==> config.mk <==
export PLATFORM = sky130hd
export DESIGN_NAME = sprite_blitter
export DESIGN_NICKNAME = d
export VERILOG_FILES = /design/src/rtl/sprite_blitter.sv
export SDC_FILE = /design/constraint.sdc
export NUM_CORES = 1
export LEC_CHECK = 0
export ABC_AREA = 1
export CAP_MARGIN = 40
export CORE_ASPECT_RATIO = 1.5
export CORE_MARGIN = 5
export CORE_UTILIZATION = 40
export DETAILED_ROUTE_END_ITERATION = 8
export SYNTH_ARGS = -nofsm -noshare
export SYNTH_HDL_FRONTEND = slang
export SYNTH_SLANG_ARGS = --single-unit
==> constraint.sdc <==
create_clock -name Clk -period 6.3 [get_ports Clk]
set_input_delay 1.26 -clock Clk [delete_from_list [all_inputs] [get_ports Clk]]
set_output_delay 1.26 -clock Clk [all_outputs]
set_load 0.01 [all_outputs]
==> src/rtl/sprite_blitter.sv <==
`timescale 1ns/1ps
// sprite_blitter: copies a SIZE_X x SIZE_Y sprite from ROM into the frame buffer, centred on (curX, curY).
// Latency: 2 cycles per skipped pixel, 3 per written pixel plus fb_ready stalls; done pulses 2 cycles after the last pixel.
// Backpressure: fb_we/fb_addr/fb_data held until fb_ready; start ignored while busy. SPRITE_BLITTER_FLIP_X_EN adds flip_x.
module sprite_blitter #(
  parameter int SIZE_X      = 70,
  parameter int SIZE_Y      = 70,
  parameter int SCREEN_W    = 640,
  parameter int SCREEN_H    = 480,
  parameter int DATA_W      = 4,
  parameter int TRANSPARENT = 0
) (
  input  logic              Clk,
  input  logic              Reset_n,
  input  logic              start,
  input  logic [9:0]        curX,
  input  logic [9:0]        curY,
`ifdef SPRITE_BLITTER_FLIP_X_EN
  input  logic              flip_x,
`endif
  output logic [18:0]       rom_addr,
  input  logic [DATA_W-1:0] rom_data,
  output logic [18:0]       fb_addr,
  output logic [DATA_W-1:0] fb_data,
  output logic              fb_we,
  input  logic              fb_ready,
  output logic              busy,
  output logic              done
);

  localparam int TXW = (SIZE_X > 1) ? $clog2(SIZE_X) : 1;
  localparam int TYW = (SIZE_Y > 1) ? $clog2(SIZE_Y) : 1;

  typedef enum logic [2:0] {IDLE, ADDR, EVAL, WRITE, DONE} state_t;

  state_t             state;
  logic [TXW-1:0]     tx, nxt_tx;
  logic [TYW-1:0]     ty, nxt_ty;
  logic signed [10:0] left, up;
  logic               armed;
  logic               flip_in, flip_q;
  logic               last_px, pix_ok;
  int                 sx, sy;
  int                 start_rom, nxt_rom, fb_idx;

  // ROM index of sprite pixel (col,row), optionally mirrored horizontally
  function automatic int rom_index(input int col, input int row, input logic flip);
    int c;
    c = flip ? (SIZE_X - 1 - col) : col;
    return row * SIZE_X + c;
  endfunction

`ifdef SPRITE_BLITTER_FLIP_X_EN
  assign flip_in = flip_x;
`else
  assign flip_in = 1'b0;
`endif

  // Counter advance, screen coordinates and pixel-write decision
  always_comb begin
    nxt_tx    = tx;
    nxt_ty    = ty;
    last_px   = (tx == TXW'(SIZE_X - 1)) && (ty == TYW'(SIZE_Y - 1));
    if (tx == TXW'(SIZE_X - 1)) begin
      nxt_tx = '0;
      nxt_ty = ty + 1'b1;
    end else begin
      nxt_tx = tx + 1'b1;
    end
    nxt_rom   = rom_index(int'(nxt_tx), int'(nxt_ty), flip_q);
    start_rom = rom_index(0, 0, flip_in);
    // origin may be negative and sx may exceed the 11-bit range, so work in int
    sx        = int'(left) + int'(tx);
    sy        = int'(up) + int'(ty);
    pix_ok    = (sx >= 0) && (sx < SCREEN_W) && (sy >= 0) && (sy < SCREEN_H) &&
                (rom_data != DATA_W'(TRANSPARENT));
    fb_idx    = sy * SCREEN_W + sx;
  end

  // Blit state machine with registered outputs
  always_ff @(posedge Clk or negedge Reset_n) begin
    if (!Reset_n) begin
      state    <= IDLE;
      tx       <= '0;
      ty       <= '0;
      left     <= '0;
      up       <= '0;
      flip_q   <= 1'b0;
      armed    <= 1'b0;
      rom_addr <= '0;
      fb_addr  <= '0;
      fb_data  <= '0;
      fb_we    <= 1'b0;
      busy     <= 1'b0;
      done     <= 1'b0;
    end else begin
      // first edge after reset release never accepts start
      armed <= 1'b1;
      case (state)
        IDLE: begin
          done <= 1'b0;
          busy <= 1'b0;
          // busy still high here means this is the done cycle; start is dropped
          if (start && armed && !busy) begin
            left     <= 11'(int'(curX) - SIZE_X / 2);
            up       <= 11'(int'(curY) - SIZE_Y / 2);
            tx       <= '0;
            ty       <= '0;
            flip_q   <= flip_in;
            rom_addr <= 19'(start_rom);
            busy     <= 1'b1;
            state    <= ADDR;
          end
        end
        ADDR: state <= EVAL;
        EVAL: begin
          if (pix_ok) begin
            fb_addr <= 19'(fb_idx);
            fb_data <= rom_data;
            fb_we   <= 1'b1;
            state   <= WRITE;
          end else if (last_px) begin
            state <= DONE;
          end else begin
            tx       <= nxt_tx;
            ty       <= nxt_ty;
            rom_addr <= 19'(nxt_rom);
            state    <= ADDR;
          end
        end
        WRITE: begin
          if (fb_ready) begin
            fb_we <= 1'b0;
            if (last_px) begin
              state <= DONE;
            end else begin
              tx       <= nxt_tx;
              ty       <= nxt_ty;
              rom_addr <= 19'(nxt_rom);
              state    <= ADDR;
            end
          end
        end
        DONE: begin
          done  <= 1'b1;
          state <= IDLE;
        end
        default: state <= IDLE;
      endcase
    end
  end

endmodule

Yosys cells after proc, flatten, opt, wreduce, memory -nomap -nowiden
Cells that the tools add are included. W data, S select, Z words.

$lt $le $gt $ge: 4. Multiply operators: 2. Reductions and logical operators: 18. Add/subtract/negate cells: 8. Equality and inequality tests: 10. Mux-type cells: 26.

Operators with widths (count): $mux W19 (4); $mux W7 (9); $pmux W19 S3 (1); $pmux W7 S3 (2); $add A11 B8 Y12 (2); $ge A12 B1 Y1 const B (2); $sub A10 B6 Y11 const B (2); $add A19 B12 Y19 (1); $add A14 B7 Y15 (1); $add A7 B1 Y7 const B (2); $eq A7 B7 Y1 const B (2); $mul A7 B6 Y13 const B (1); $lt A12 B10 Y1 const B (1); $lt A12 B11 Y1 const B (1); $mul A12 B4 Y12 const B (1); $mux W3 (4); $pmux W3 S4 (1); $ne A2 B2 Y1 const B (4); $logic_and A1 B1 Y1 (7); $eq A3 B2 Y1 const B (2); $reduce_and A2 Y1 (3); $pmux W1 S2 (2); $reduce_and A4 Y1 (1); $reduce_bool A2 Y1 (2); other kinds (8) (10).

Output and inout port bits: 45. Register bits after elaboration: 85. Word-level logic and storage cells: 80.

Longest topological paths before layout
Gate-level depths: netlist of run 1.

Word-level depth: 8. Gate-level depth with buffers: 26.

Least setup slack after synthesis of run 1
No wires, ideal clock.

Path kind: register -> register. Start point: reg tx[1]. End point: reg rom_addr[12]. Buffers on the path: 0. Stages on the path, launching flop included: 25. Library setup time: 0.117 ns. Required time: 6.183 ns. Slack: 1.921 ns. Arrival time: 4.261 ns. Cells stage by stage: dfrtp_1 -> inv_1 -> ha_1 -> nand3_1 -> nor4_4 -> inv_2 -> nor2_1 -> nand2_1 -> xor2_1 -> inv_1 -> ha_1 -> ha_1 -> inv_1 -> fa_1 -> inv_1 -> ha_1 -> nand4_1 -> o211ai_1 -> nand2_1 -> a21oi_1 -> nand2_1 -> nor2_1 -> nand4_1 -> nand3_1 -> nand2_1.

Cells in the longest elaborated chain, start to end: 8.

Ends and longest elaborated chain: start: declaration (line 37) `logic [TXW-1:0] tx, nxt_tx;`; start signal: assignment (line 125) `tx <= nxt_tx;`; start signal: assignment (line 137) `tx <= nxt_tx;`; branches (longest 8 deep; another with $add A14 B7 Y15); end signal: assignment (line 110) `rom_addr <= 19'(start_rom);`; end signal: assignment (line 127) `rom_addr <= 19'(nxt_rom);`; end signal: assignment (line 139) `rom_addr <= 19'(nxt_rom);`; end: declaration (line 21) `output logic [18:0] rom_addr,`.

Parallel ways; which one is timed is not known. The select of a mux whose other input is x is not followed. A chain may end at the register's enable or synchronous reset.

Worst setup path in the final report of run 1
Same ends and word-level chain as after synthesis.

==> results.py, run 1 <==
metrics = {
    "outcome": {
        "status": "complete, no violations",
    },
    "logic_synthesis": {
        "synthTopCellsByArea": "dfrtp_1 31%, ha_1 14%, nand2_1 14%",
        "yosysMostFrequentCell": "nand2_1",
        "yosysUniqueCellTypes": 48,
        "synthArstFlopShare_pct": 100.0,
        "avgSynthCellArea_um2": 7.616,
        "yosysTopAreaCell": "dfrtp_1",
        "synth-seq-cells": 80,
        "ys_warn_count": 0,
        "seq_area_frac_synth_pct": 30.78,
        "syn_inst": 854,
        "ys.flop_type": "dfrtp_1",
        "synth_edf_count": 0,
        "syn-cell-area_um2": 6504,
        "synthTopCellsByCount": "236 x nand2_1, 114 x inv_1, 80 x dfrtp_1",
        "netlist.area_leader.share_pct": 30.78,
    },
    "layout": {
        "antennaDiodeCount": 0,
        "nNetsFinal": 1032,
        "utilization_pct": 47.57,
        "layout-drive-gt1-share_pct": 6.257,
        "area_delta_synth_final_pct": 17.89,
    },
    "routing": {
        "drcViolationCount": 0,
        "ant_nets": 0,
        "firstDrtPassIters": 5,
        "drt-vias-per-instance": 4.883,
        "dr.first_iter.drc_count": 208,
        "routed_wl_um": 15240,
        "vias": 5532,
        "wl_per_cell_um": 13.45,
    },
    "clock_tree": {
        "clock-root-buffer": "clkbuf_16",
        "htreeDepth": 3,
        "post-cts-setup-buffers": 0,
        "clockBufferDepth": 2,
        "cts_sinks": 80,
        "cts_tree": "yes",
        "cts_hold_buf": 0,
        "clkSlewWorstSetupHoldPaths_ps": 70,
        "cts_resized": 0,
        "insertion_delay_ps": 350,
        "numCtsBuffers": 9,
    },
    "sta": {
        "finalClockSkew_ps": 7.387,
        "tns_ps": 0,
        "tightest_slew_ps": 681.5,
        "setup_viol_count_final": 0,
        "hold_viol": 0,
        "slew_viol_final": 0,
        "fin_crit_sh_pct": 78.54,
        "period_needed_ps": 4948,
        "clock.fmax_mhz": 202.1,
        "rsz0062_at_grt": "no",
        "slew_headroom_pct": 54.52,
    },
    "critical_path": {
        "cp.required_ps": 6590,
        "crit_arrival_ps": 5230,
        "cp_max_fo": 9,
        "cp_slowest_cell": "fa_1",
        "crit_top_cell": "ha_1",
        "max_stage_delay_ps": 480,
        "worstSetupStartpointType": "flop",
        "crit_type": "reg -> reg",
        "endpoint_kind": "flop",
    },
    "global_routing": {
        "antenna_found_initial": 0,
        "first_global_vias": 5716,
        "grt_overflow": 0,
        "grt_use_total_pct": 16.96,
        "grt_pass1_wl_um": 26500,
        "grt_max_degree": 65,
    },
    "power": {
        "peakVddDrop_v": 0.0001953,
        "power_leakage_uw": 0.003982,
        "power_density_nw_per_um2": 416.7,
    },
    "placed_design": {
        "hpwl_um": 12260,
        "port_buffers": 68,
        "gp_congestion": 0.9015,
    },
    "floorplanning": {
        "boundaryPins": 73,
        "coreArea_um2": 16120,
        "start_util_pct": 40.35,
        "fp.dieH_um": 166.2,
        "num_rows": 57,
        "dieArea_um2": 18960,
        "die_w_um": 114.1,
    },
    "job": {
        "drv_cap": 0,
    },
    "min_path": {
        "hp-class": "reg -> reg",
    },
}
power by group:
part	leakage (uW)	internal, uW	switching [uW]	total (uW)
Combinational	0.00279	757	1170	1920
Sequential	0.00105	656	94.7	751
Clock	0.000141	284	236	520
logic make-up (layout without fill, tap and decap cells):
logic type,count (synthesis),count (layout),synth area share [%]
DFF,80,80,30.78
other,2,5,0.1155
AOI/OAI and AO/OA,122,122,11.22
buffers and inverters,140,210,8.945
xor gates and xnor gates,52,52,7.003
adders and majority gates,82,82,16.70
and+or+nand+nor,376,376,25.24
cell usage in the layout (no fill, tap or decap), types with 11 or more instances in the layout:
| master | n |
|---|---|
| inv_1 | 114 |
| nand3_1 | 49 |
| nor2_1 | 46 |
| clkdlybuf4s50_1 | 67 |
| a21oi_1 | 41 |
| o21ai_0 | 34 |
| xor2_1 | 38 |
| dfrtp_1 | 80 |
| nand2_1 | 236 |
| ha_1 | 74 |
| o21ai_1 | 17 |
| nand4_1 | 11 |
| xnor2_1 | 14 |
per-stage QoR:
stage | hold slack (ps) | total power, uW | instance area (um2) | setup WS (ps) | instances
2_1_floorplan | 452.8 | 2206 | 6515 | 1921 | 857
3_3_place_gp | 462.0 | 2688 | 7351 | 1452 | 1116
3_5_place_dp | 464.7 | 2706 | 7378 | 1348 | 1117
4_1_cts | 481.9 | 3243 | 7667 | 1313 | 1133
5_1_grt | 501.7 | 3549 | 7667 | 890.4 | 1133
6_report | 477.7 | 3195 | 7667 | 1352 | 1133
area by class of cell:
cell class              count  area (um2)
clock buffers              10       239.0
clock inverters             6       50.05
fillers                  1658        8451
inverters                 123       461.7
multi-input cells         637        3936
flip-flops and latches     80        2002
well taps                 206       257.7
repair buffers             71       720.7
critical path, delay by kind of cell (launching register included):
family | cells | cell delay, ps
simple gates | 11 | 1520
buf+inv | 5 | 540
compound gates | 2 | 470
xor+xnor | 1 | 230
flops | 1 | 420
fa+ha+maj | 6 | 1740
flip-flops by register name (all words and copies together) (netlist names):
name / cells
armed: 1
busy: 1
done: 1
fb_addr: 19
fb_data: 4
fb_we: 1
left: 11
rom_addr: 14
state: 3
tx: 7
ty: 7
up: 11
path summary, 6_finish.rpt:
check | from | end | slack [ps] | cells after the start
worst min register to register | fb_addr[15] | fb_addr[15] | 480 | 2
worst max register to register | tx[1] | rom_addr[12] | 1350 | 25
worst min-delay path | fb_addr[15] | fb_addr[15] | 480 | 2
min in group asynchronous | Reset_n | rom_addr[4] | 780 | 1
worst max-delay path | tx[1] | rom_addr[12] | 1350 | 25
max in group asynchronous | Reset_n | fb_addr[18] | 4930 | 2
routing by layer:
layer  routed length (um)  global-route usage [%]  up-vias  share of wire, %
met5                    0                       0        -                 0
met2                 8074                   31.54       83                53
met1                 6347                   19.24     2528                42
met4                  340                   5.995        0               2.2
met3                  482                   2.515       24               3.2
li1                     -                       -     2897                 -
Power figures use the tool's default switching activity.
==> run 2: changes to the inputs <==
Clock period 6.3 ns to 4.6 ns, I/O delays scaled along.
==> results.py, run 2 (synthesis results as in run 1) <==
metrics = {
    "clock_tree": {
        "clockBufferDepth": 2,
        "cts_sinks": 80,
        "htreeDepth": 3,
        "clock-root-buffer": "clkbuf_16",
        "insertion_delay_ps": 350,
        "cts_tree": "yes",
        "clkSlewWorstSetupHoldPaths_ps": 70,
        "cts_hold_buf": 0,
        "numCtsBuffers": 9,
    },
    "job": {
        "drv_cap": 0,
    },
    "floorplanning": {
        "dieArea_um2": 18960,
        "boundaryPins": 73,
        "num_rows": 57,
        "die_w_um": 114.1,
        "coreArea_um2": 16120,
        "start_util_pct": 40.35,
        "fp.dieH_um": 166.2,
    },
    "critical_path": {
        "cp_cell_sequence": "inv_2, ha_2, nand3_2, nor4_4, nand2_1, nor2_1, xor2_1, inv_1, ha_4, ha_1, ha_2, inv_1, fa_1, inv_2, ha_4, nand4_1, o211ai_1, nand2_1, a21oi_2, nand2_2, nor2_4, xor2_1, o21ai_1",
        "max_stage_delay_ps": 510,
        "cp_slowest_cell": "fa_1",
        "critPathTopFamily": "adder cells",
        "cp.required_ps": 4820,
        "cp_max_fo": 5,
        "crit_arrival_ps": 4630,
        "crit_type": "reg -> reg",
        "endpoint_kind": "flop",
        "worstSetupStartpointType": "flop",
        "cp_num_buf_inv": 4,
    },
    "layout": {
        "antennaDiodeCount": 0,
        "area_delta_synth_final_pct": 21.95,
        "largest-register": "fb_addr",
        "layout_commonest_cell": "nand2_1",
        "largest_reg_flops": 19,
        "nNetsFinal": 1059,
        "layout-drive-gt1-share_pct": 10.59,
        "final_cell_mix": "235 x nand2_1, 111 x inv_1, 80 x dfrtp_1",
        "largestRegisters": "fb_addr x19, rom_addr x14",
    },
    "power": {
        "peakVddDrop_v": 0.0002864,
        "p_int_uw": 2347,
        "p_sw_share_pct": 46.62,
        "power_density_nw_per_um2": 554.4,
        "clockPowerShare_pct": 15.9,
        "p_seq_share_pct": 23.2,
        "power_leakage_uw": 0.004084,
        "p_comb_share_pct": 60.9,
        "p_switching_uw": 2050,
    },
    "sta": {
        "fin_crit_sh_pct": 95.80,
        "finalClockSkew_ps": 12.34,
        "setup_viol_count_final": 0,
        "clock.fmax_mhz": 226.9,
        "tns_ps": 0,
        "slew_headroom_pct": 50.13,
        "hold_viol": 0,
        "holdWs_ps": 474.7,
        "rsz0062_at_grt": "yes",
        "tightest_slew_ps": 747.3,
        "period_needed_ps": 4407,
        "slew_viol_final": 0,
        "fin_ws_ps": 193.1,
    },
    "min_path": {
        "hp-class": "reg -> reg",
    },
    "global_routing": {
        "grt_max_degree": 47,
        "grt_pass1_wl_um": 26790,
        "first_global_vias": 5833,
        "grt_use_total_pct": 17.13,
        "antenna_found_initial": 0,
        "grt_overflow": 0,
    },
    "routing": {
        "drcViolationCount": 0,
        "routed_wl_um": 15640,
        "ant_nets": 0,
        "dr.first_iter.drc_count": 200,
        "wl_per_cell_um": 13.49,
        "drt-vias-per-instance": 4.847,
        "firstDrtPassIters": 4,
        "vias": 5622,
    },
    "placed_design": {
        "preCtsSetupSlack_ps": -50.60,
        "hpwl_um": 12440,
        "gp_congestion": 0.8978,
        "port_buffers": 68,
    },
    "outcome": {
        "status": "complete, no violations",
    },
}
-- run 2: changes by cell type in the layout (fill, tap and decap cells not counted), sizes merged --
cell,delta
clkbuf,+1
buf,+27
inv,-1
-- run 2: power by group through the flow --
| stage | registers, uW | clock network (uW) | logic, uW |
|---|---|---|---|
| after global placement | 1040 | 0 | 2660 |
| after CTS | 1030 | 725 | 2700 |
| after global routing | 1050 | 754 | 3080 |
| final | 1020 | 697 | 2680 |
| after detailed placement | 1040 | 0 | 2680 |
| after floorplan | 1050 | 0 | 1970 |
-- run 2: area by class of cell --
type	count	area, um2
clock buffers	11	242.7
clock inverters	5	38.79
fillers	1653	8187
inverters	123	461.7
multi-input cells	637	4025
flip-flops and latches	80	2002
well taps	206	257.7
repair buffers	98	903.4
-- run 2: final timing paths --
kind	depth (start not counted)	slack [ps]	start	to
max	23	190	tx[1]	rom_addr[10]
min	2	470	fb_addr[13]	fb_addr[13]
max reg2reg	23	190	tx[1]	rom_addr[10]
min reg2reg	2	470	fb_addr[13]	fb_addr[13]
max in group asynchronous	2	3120	Reset_n	fb_addr[17]
min in group asynchronous	1	580	Reset_n	rom_addr[2]
-- run 2: worst reg2reg max path: cells and delay by family, from the launching register on --
kind / cells / cell delay (ps)
AOI/OAI and AO/OA: 3 / 490
xor gates and xnor gates: 2 / 380
adders and majority gates: 6 / 1630
buffers and inverters: 4 / 300
DFF: 1 / 420
and+or+nand+nor: 8 / 1060
-- run 2: repair_timing --
action,in CTS,in global routing
pin swaps,2,17
setup buffers,3,10
resized for setup,3,16
setup endpoints to repair,2,6
-- run 2: stage by stage --
stage               cells  total power, uW  area (um2)  util, %
floorplan             857             3021        6515        -
finish               1160             4397        7931    49.21
detailed placement   1131             3721        7463    46.30
CTS                  1150             4454        7786    48.31
global route         1160             4884        7931    49.21
global placement     1131             3701        7463    46.30
-- run 2: per-layer routing --
metal	vias up	global-route usage, %	routed length, um
met5	-	0	0
li1	2953	-	-
met2	87	31.74	8262
met4	0	6.305	379
met3	25	2.479	421
met1	2557	19.48	6579
